==> src/rtl/npc_lsu_pkg.sv <==
// rtl/npc_lsu_pkg.sv - npc_lsu shared types: FSM states, funct3 size codes, size decode helpers
package npc_lsu_pkg;

    typedef enum logic [1:0] {
        IDLE = 2'd0,
        REQ  = 2'd1,
        WAIT = 2'd2,
        RESP = 2'd3
    } lsu_state_e;

    typedef enum logic [1:0] {
        SZ_B = 2'd0,
        SZ_H = 2'd1,
        SZ_W = 2'd2
    } lsu_size_e;

    localparam logic [2:0] F3_B  = 3'b000;
    localparam logic [2:0] F3_H  = 3'b001;
    localparam logic [2:0] F3_W  = 3'b010;
    localparam logic [2:0] F3_BU = 3'b100;
    localparam logic [2:0] F3_HU = 3'b101;

    // Unlisted funct3 encodings fall through to word access.
    function automatic lsu_size_e size_of(input logic [2:0] funct3);
        case (funct3)
            F3_B, F3_BU: return SZ_B;
            F3_H, F3_HU: return SZ_H;
            default:     return SZ_W;
        endcase
    endfunction

    function automatic logic is_misaligned(input logic [2:0] funct3, input logic [1:0] addr_lo);
        case (size_of(funct3))
            SZ_H:    return addr_lo[0];
            SZ_W:    return addr_lo != 2'b00;
            default: return 1'b0;
        endcase
    endfunction

endpackage

==> src/rtl/npc_lsu_align.sv <==
// rtl/npc_lsu_align.sv - combinational store lane/mask generation and load extract/extend
module npc_lsu_align
    import npc_lsu_pkg::*;
(
    input  logic [2:0]  funct3,
    input  logic [1:0]  addr_lo,
    input  logic [31:0] wdata,
    input  logic [31:0] rdata,
    output logic [3:0]  wmask,
    output logic [31:0] wlanes,
    output logic [31:0] rdata_ext
);

    logic [31:0] byte_sh;
    logic [31:0] half_sh;
    logic        is_unsigned;

    always_comb begin
        byte_sh     = rdata >> {addr_lo, 3'b000};
        half_sh     = rdata >> {addr_lo[1], 4'b0000};
        is_unsigned = funct3[2];
        wmask       = 4'b1111;
        wlanes      = wdata;
        rdata_ext   = rdata;
        case (size_of(funct3))
            SZ_B: begin
                wmask     = 4'b0001 << addr_lo;
                wlanes    = {4{wdata[7:0]}};
                rdata_ext = is_unsigned ? {24'b0, byte_sh[7:0]}
                                        : {{24{byte_sh[7]}}, byte_sh[7:0]};
            end
            SZ_H: begin
                wmask     = addr_lo[1] ? 4'b1100 : 4'b0011;
                wlanes    = {2{wdata[15:0]}};
                rdata_ext = is_unsigned ? {16'b0, half_sh[15:0]}
                                        : {{16{half_sh[15]}}, half_sh[15:0]};
            end
            default: begin
                wmask     = 4'b1111;
                wlanes    = wdata;
                rdata_ext = rdata;
            end
        endcase
    end

endmodule

==> src/rtl/npc_lsu.sv <==
// rtl/npc_lsu.sv - single-outstanding load/store unit; LSU_MISALIGN_CHECK_EN enables misaligned-access error responses
module npc_lsu
    import npc_lsu_pkg::*;
#(
    parameter int unsigned TIMEOUT_CYC = 255
) (
    input  logic        clk,
    input  logic        rst,
    input  logic        req_valid,
    output logic        req_ready,
    input  logic        req_wen,
    input  logic [2:0]  req_funct3,
    input  logic [31:0] req_addr,
    input  logic [31:0] req_wdata,
    output logic        resp_valid,
    output logic [31:0] resp_rdata,
    output logic        resp_err,
    output logic        mem_valid,
    input  logic        mem_ready,
    output logic        mem_wen,
    output logic [31:0] mem_addr,
    output logic [31:0] mem_wdata,
    output logic [3:0]  mem_wmask,
    input  logic        mem_rvalid,
    input  logic [31:0] mem_rdata
);

    lsu_state_e  state_q, state_d;
    logic        wen_q, wen_d;
    logic [2:0]  f3_q, f3_d;
    logic [31:0] addr_q, addr_d;
    logic [31:0] wdata_q, wdata_d;
    logic [31:0] rdata_q, rdata_d;
    logic        err_q, err_d;
    logic [31:0] cnt_q, cnt_d;

    logic [3:0]  wmask_w;
    logic [31:0] wlanes_w;
    logic [31:0] rext_w;
    logic        timeout_hit;
    logic        busy_q, busy_d;

    npc_lsu_align u_align (
        .funct3    (f3_q),
        .addr_lo   (addr_q[1:0]),
        .wdata     (wdata_q),
        .rdata     (mem_rdata),
        .wmask     (wmask_w),
        .wlanes    (wlanes_w),
        .rdata_ext (rext_w)
    );

    always_comb begin
        state_d = state_q;
        wen_d   = wen_q;
        f3_d    = f3_q;
        addr_d  = addr_q;
        wdata_d = wdata_q;
        rdata_d = rdata_q;
        err_d   = err_q;

        busy_q      = (state_q == REQ) || (state_q == WAIT);
        timeout_hit = (TIMEOUT_CYC != 0) && busy_q && (cnt_q == 32'(TIMEOUT_CYC - 1));

        case (state_q)
            IDLE: begin
                if (req_valid) begin
                    wen_d   = req_wen;
                    f3_d    = req_funct3;
                    addr_d  = req_addr;
                    wdata_d = req_wdata;
                    rdata_d = '0;
                    err_d   = 1'b0;
                    state_d = REQ;
`ifdef LSU_MISALIGN_CHECK_EN
                    if (is_misaligned(req_funct3, req_addr[1:0])) begin
                        state_d = RESP;
                        err_d   = 1'b1;
                    end
`endif
                end
            end
            REQ: begin
                if (timeout_hit) begin
                    state_d = RESP;
                    err_d   = 1'b1;
                end else if (mem_ready) begin
                    state_d = wen_q ? RESP : WAIT;
                end
            end
            WAIT: begin
                // A timeout wins over a same-cycle rvalid so the response is always an error once the budget is spent.
                if (timeout_hit) begin
                    state_d = RESP;
                    err_d   = 1'b1;
                end else if (mem_rvalid) begin
                    rdata_d = rext_w;
                    state_d = RESP;
                end
            end
            RESP:    state_d = IDLE;
            default: state_d = IDLE;
        endcase

        busy_d = (state_d == REQ) || (state_d == WAIT);
        cnt_d  = (busy_q && busy_d) ? cnt_q + 32'd1 : '0;
    end

    always_ff @(posedge clk) begin
        if (rst) begin
            state_q <= IDLE;
            wen_q   <= 1'b0;
            f3_q    <= '0;
            addr_q  <= '0;
            wdata_q <= '0;
            rdata_q <= '0;
            err_q   <= 1'b0;
            cnt_q   <= '0;
        end else begin
            state_q <= state_d;
            wen_q   <= wen_d;
            f3_q    <= f3_d;
            addr_q  <= addr_d;
            wdata_q <= wdata_d;
            rdata_q <= rdata_d;
            err_q   <= err_d;
            cnt_q   <= cnt_d;
        end
    end

    assign req_ready  = (state_q == IDLE);
    assign mem_valid  = (state_q == REQ);
    assign mem_wen    = (state_q == REQ) && wen_q;
    assign mem_addr   = {addr_q[31:2], 2'b00};
    assign mem_wdata  = wlanes_w;
    assign mem_wmask  = ((state_q == REQ) && wen_q) ? wmask_w : 4'b0000;
    assign resp_valid = (state_q == RESP);
    assign resp_err   = (state_q == RESP) && err_q;
    assign resp_rdata = (state_q == RESP) ? rdata_q : 32'b0;

endmodule

==> config.mk <==
export PLATFORM = sky130hd
export DESIGN_NAME = npc_lsu
export DESIGN_NICKNAME = d
export VERILOG_FILES = /design/src/rtl/npc_lsu_pkg.sv /design/src/rtl/npc_lsu_align.sv /design/src/rtl/npc_lsu.sv
export SDC_FILE = /design/constraint.sdc
export NUM_CORES = 1
export LEC_CHECK = 0
export BUFFER_PORTS_ARGS = -buffer_cell sky130_fd_sc_hd__buf_4
export CAP_MARGIN = 20
export CORE_MARGIN = 5
export CORE_UTILIZATION = 57
export DETAILED_ROUTE_END_ITERATION = 10
export GPL_ROUTABILITY_DRIVEN = 0
export PLACE_DENSITY_LB_ADDON = 0.25
export SLEW_MARGIN = 10
export SYNTH_ARGS = -nofsm -noshare
export SYNTH_HDL_FRONTEND = slang
export SYNTH_HIERARCHICAL = 1
export SYNTH_SLANG_ARGS = --single-unit
==> constraint.sdc <==
create_clock -name clk -period 5.8 [get_ports clk]
set_input_delay 1.16 -clock clk [delete_from_list [all_inputs] [get_ports clk]]
set_output_delay 1.16 -clock clk [all_outputs]
set_load 0.02 [all_outputs]
==> metrics.md <==
| Metric | Value |
|---|---|
| Initial antenna violation count | `0` |
| Synth Area in XOR/XNOR | `0.0369` |
| Critical Path End Type | `output pin` |
| Worst-skew pair later-pin latency | `approximately 420 ps` |
| Critical R2R Capture | `cnt_q[5]` |
| DR iter-0 viols | `around 770` |
| DRC viols | `0` |
| Post-synthesis sequential area ratio | `0.367` |
| Most common cell after layout, fill and taps aside | `buf_4` |
| Crit path DAT | `2450 ps` |
| Max IR drop VDD | `~0.26 mV` |
| Initial cell density of the core | `0.583` |
| Status | `completed` |
| Post-CTS Hold Buffers | `0` |
| Share of synthesized registers carrying an async set or reset | `0` |
| Largest family of logic cells by synthesized area | `simple AND/OR/NAND/NOR gates` |
| Simple-gate share of the synthesized area | `0.233` |
| # clock sinks | `approximately 140` |
| Crit path max fanout | `19` |
| Slew Limit Fails | `0` |
| RSZ-0062 raised after global routing | `false` |
| Leak Pwr | `3.69 nW` |
| EDFF count, synth | `0` |
| Power Density | `306 nW/um^2` |
| WHS Endpoint | `wdata_q[20]` |
| Synth warnings | `6` |
| Max_cap viols | `0` |
| DP Wirelength | `14000 um` |
| Met3 Wirelength | `approximately 1900 um` |
| CTS resizes | `0` |
| Worst R2R Path Depth | `8` |
| Critical Path Start Type | `flip-flop` |
| Pin count of the biggest net entering global routing | `a little over 100` |
| Htree depth | `4` |
| Skew final | `between 9 and 10 ps` |
| Worst setup path class | `flip-flop to output pin` |
| ANT cells | `0` |
| Slew HR | `0.280` |
| Hold Path Depth | `2` |
| Worst Hold Launch | `wdata_q[20]` |
| Row Count | `a little over 40` |
| Fin Setup TNS | `0 ps` |
| Met2 WL | `approximately 10000 um` |
| Hold Path Class | `flip-flop to flip-flop` |
| Setup Fix Bufs, Post-CTS | `0` |
| Post-Synthesis Cells | `920` |
| Worst-Margin Slew | `roughly 1100 ps` |
| Dominant synthesized flop cell | `dfxtp_1` |
| Die Ht | `124 um` |
| Drt via density | `approximately 5.7` |
| Total congestion overflow | `0` |
| Worst r2r src | `state_q[0]` |
| Max Buffers Root-to-Sink | `2` |
| Complex-gate fraction of the synthesized area | `0.212` |
| Overall power | `~0.0028 W` |
| Mapped Area | `~7400 sq um` |
| # IOs | `210` |
| Crit share post-route | `0.622` |
| Global-route wire length before repair | `32500 um` |
| Fmax | `around 280 MHz` |
| Die width | `~120 um` |
| Post-Syn Area per Cell | `8.00 sq um` |
| CTS tree | `done` |
| Wire length on met1 | `roughly 8400 um` |
| Root Buffer | `clkbuf_16` |
| Via count | `6981` |
| #FFs+latches synth | `~140` |
| Detail Route Antenna Nets | `0` |
| Worst endpoint required time | `4640 ps` |
| Hold Fails Final Rpt | `0` |
| Unique cell type count in the Yosys netlist | `56` |
| DIE AREA | `15300 sq um` |
| PortBufs | `207` |
| WL/cell | `17.1 um` |
| Cts bufs inserted | `17` |
| Clock-pin slew on the worst setup and hold paths | `around 60 ps` |
| Pre-antenna DRT Iters | `8` |
| Min cycle time layout | `between 3000 and 4000 ps` |
| Setup slack, reg-to-reg | `approximately 2300 ps` |
| DR top layer | `met4` |
| Vias in the first global route | `between 6000 and 7000` |
| Fraction of layout cells with a size suffix above 1 | `0.289` |
| # nets final | `1153` |
| Overall Global Routing Usage | `0.268` |
| Commonest non-fill, non-tap cells in the layout | `buf_4, nand2_1, dfxtp_1` |
| Final Core Density | `0.732` |
| Mux contribution to synthesized area | `0.0396` |
| Core box area | `12600 sq um` |
| Drt total wl | `between 20000 and 25000 um` |
| Synth-to-Final Area Change | `25.5%` |
| Adder-cell share of the synthesized area | `0.0119` |
| Final setup viols | `0` |
-- metal layers --
metal,GRT usage,up-vias
li1,-,3393
met1,0.340,3225
met2,0.429,324
met3,0.0804,39
met4,0.104,0
met5,0,-
-- flip-flops by register name (all words and copies together) (netlist names) --
signal / flops
addr_q: 32
cnt_q: 32
rdata_q: 32
wdata_q: 32
f3_q: 3
state_q: 2
err_q: 1
wen_q: 1
-- critical path, cell delays in order (launching register included) --
cell,delay [ps]
dfxtp_1,890
nor2b_1,200
o21bai_2,490
and3_1,290
buf_4,160
-- power breakdown --
group / internal [W] / leakage [nW] / switching (W)
sequential: 0.000975 / 1.10 / 0.0000471
combinational: 0.000222 / 2.27 / 0.000349
clock: 0.000826 / 0.322 / 0.000409
-- worst max-delay path by stage --
stage,from,to,cells past startpoint
floorplan,f3_q[0],mem_wdata[24],4
global placement,req_valid,cnt_q[31],8
detailed placement,req_valid,cnt_q[5],8
CTS,f3_q[0],mem_wmask[0],4
global route,f3_q[0],mem_wmask[0],4
finish,f3_q[0],mem_wmask[0],4
-- logic make-up after synthesis --
| group | count (synthesis) |
|---|---|
| AOI/OAI and AO/OA | 226 |
| xor gates and xnor gates | 31 |
| adders and majority gates | 7 |
| buffers and inverters | 133 |
| DFF | 135 |
| muxes | 27 |
| other | 1 |
| and+or+nand+nor | 360 |
-- through the flow --
stage / std cells / instance area, sq um / worst slack, ps / hold WS, ps
2_1_floorplan: 921 / 7360 / 3330 / 433
3_3_place_gp: 1194 / 8560 / 2430 / 441
3_5_place_dp: 1194 / 8560 / 2360 / 443
4_1_cts: 1224 / 9240 / 2250 / 451
5_1_grt: 1224 / 9240 / 2100 / 467
6_report: 1224 / 9240 / 2190 / 452
-- area by class of cell --
type	instances	area, sq um
fill	1023	3380
inverter	18	67.6
sequential	135	2700
multi-input combinational	653	3960
timing repair buffer	216	1620
tap	172	215
clock inverter	11	221
clock buffer	19	453
-- cells in the mapped netlist (all sizes together) (2+ instances only) --
master / count / area, sq um
and4: 5 / 43.8
nor4: 6 / 52.6
o21bai: 4 / 33.8
and3: 12 / 80.1
mux2: 11 / 131
or2: 2 / 12.5
nand2b: 2 / 12.5
nand3: 41 / 210
xnor2: 23 / 201
xor2: 8 / 70.1
o221ai: 8 / 70.1
o211a: 2 / 20.0
nor2: 22 / 82.6
or4: 3 / 26.3
a32oi: 32 / 280
clkbuf: 42 / 158
a221o: 7 / 70.1
a21oi: 135 / 788
ha: 7 / 87.6
mux2i: 16 / 160
o21ai: 10 / 50.1
o22ai: 18 / 113
nand4: 5 / 31.3
inv: 18 / 67.6
nor2b: 21 / 131
buf: 73 / 499
nand2: 188 / 706
dfxtp: 135 / 2700
and2: 37 / 231
nor3: 11 / 55.1
(Power assumes the default switching activity.)
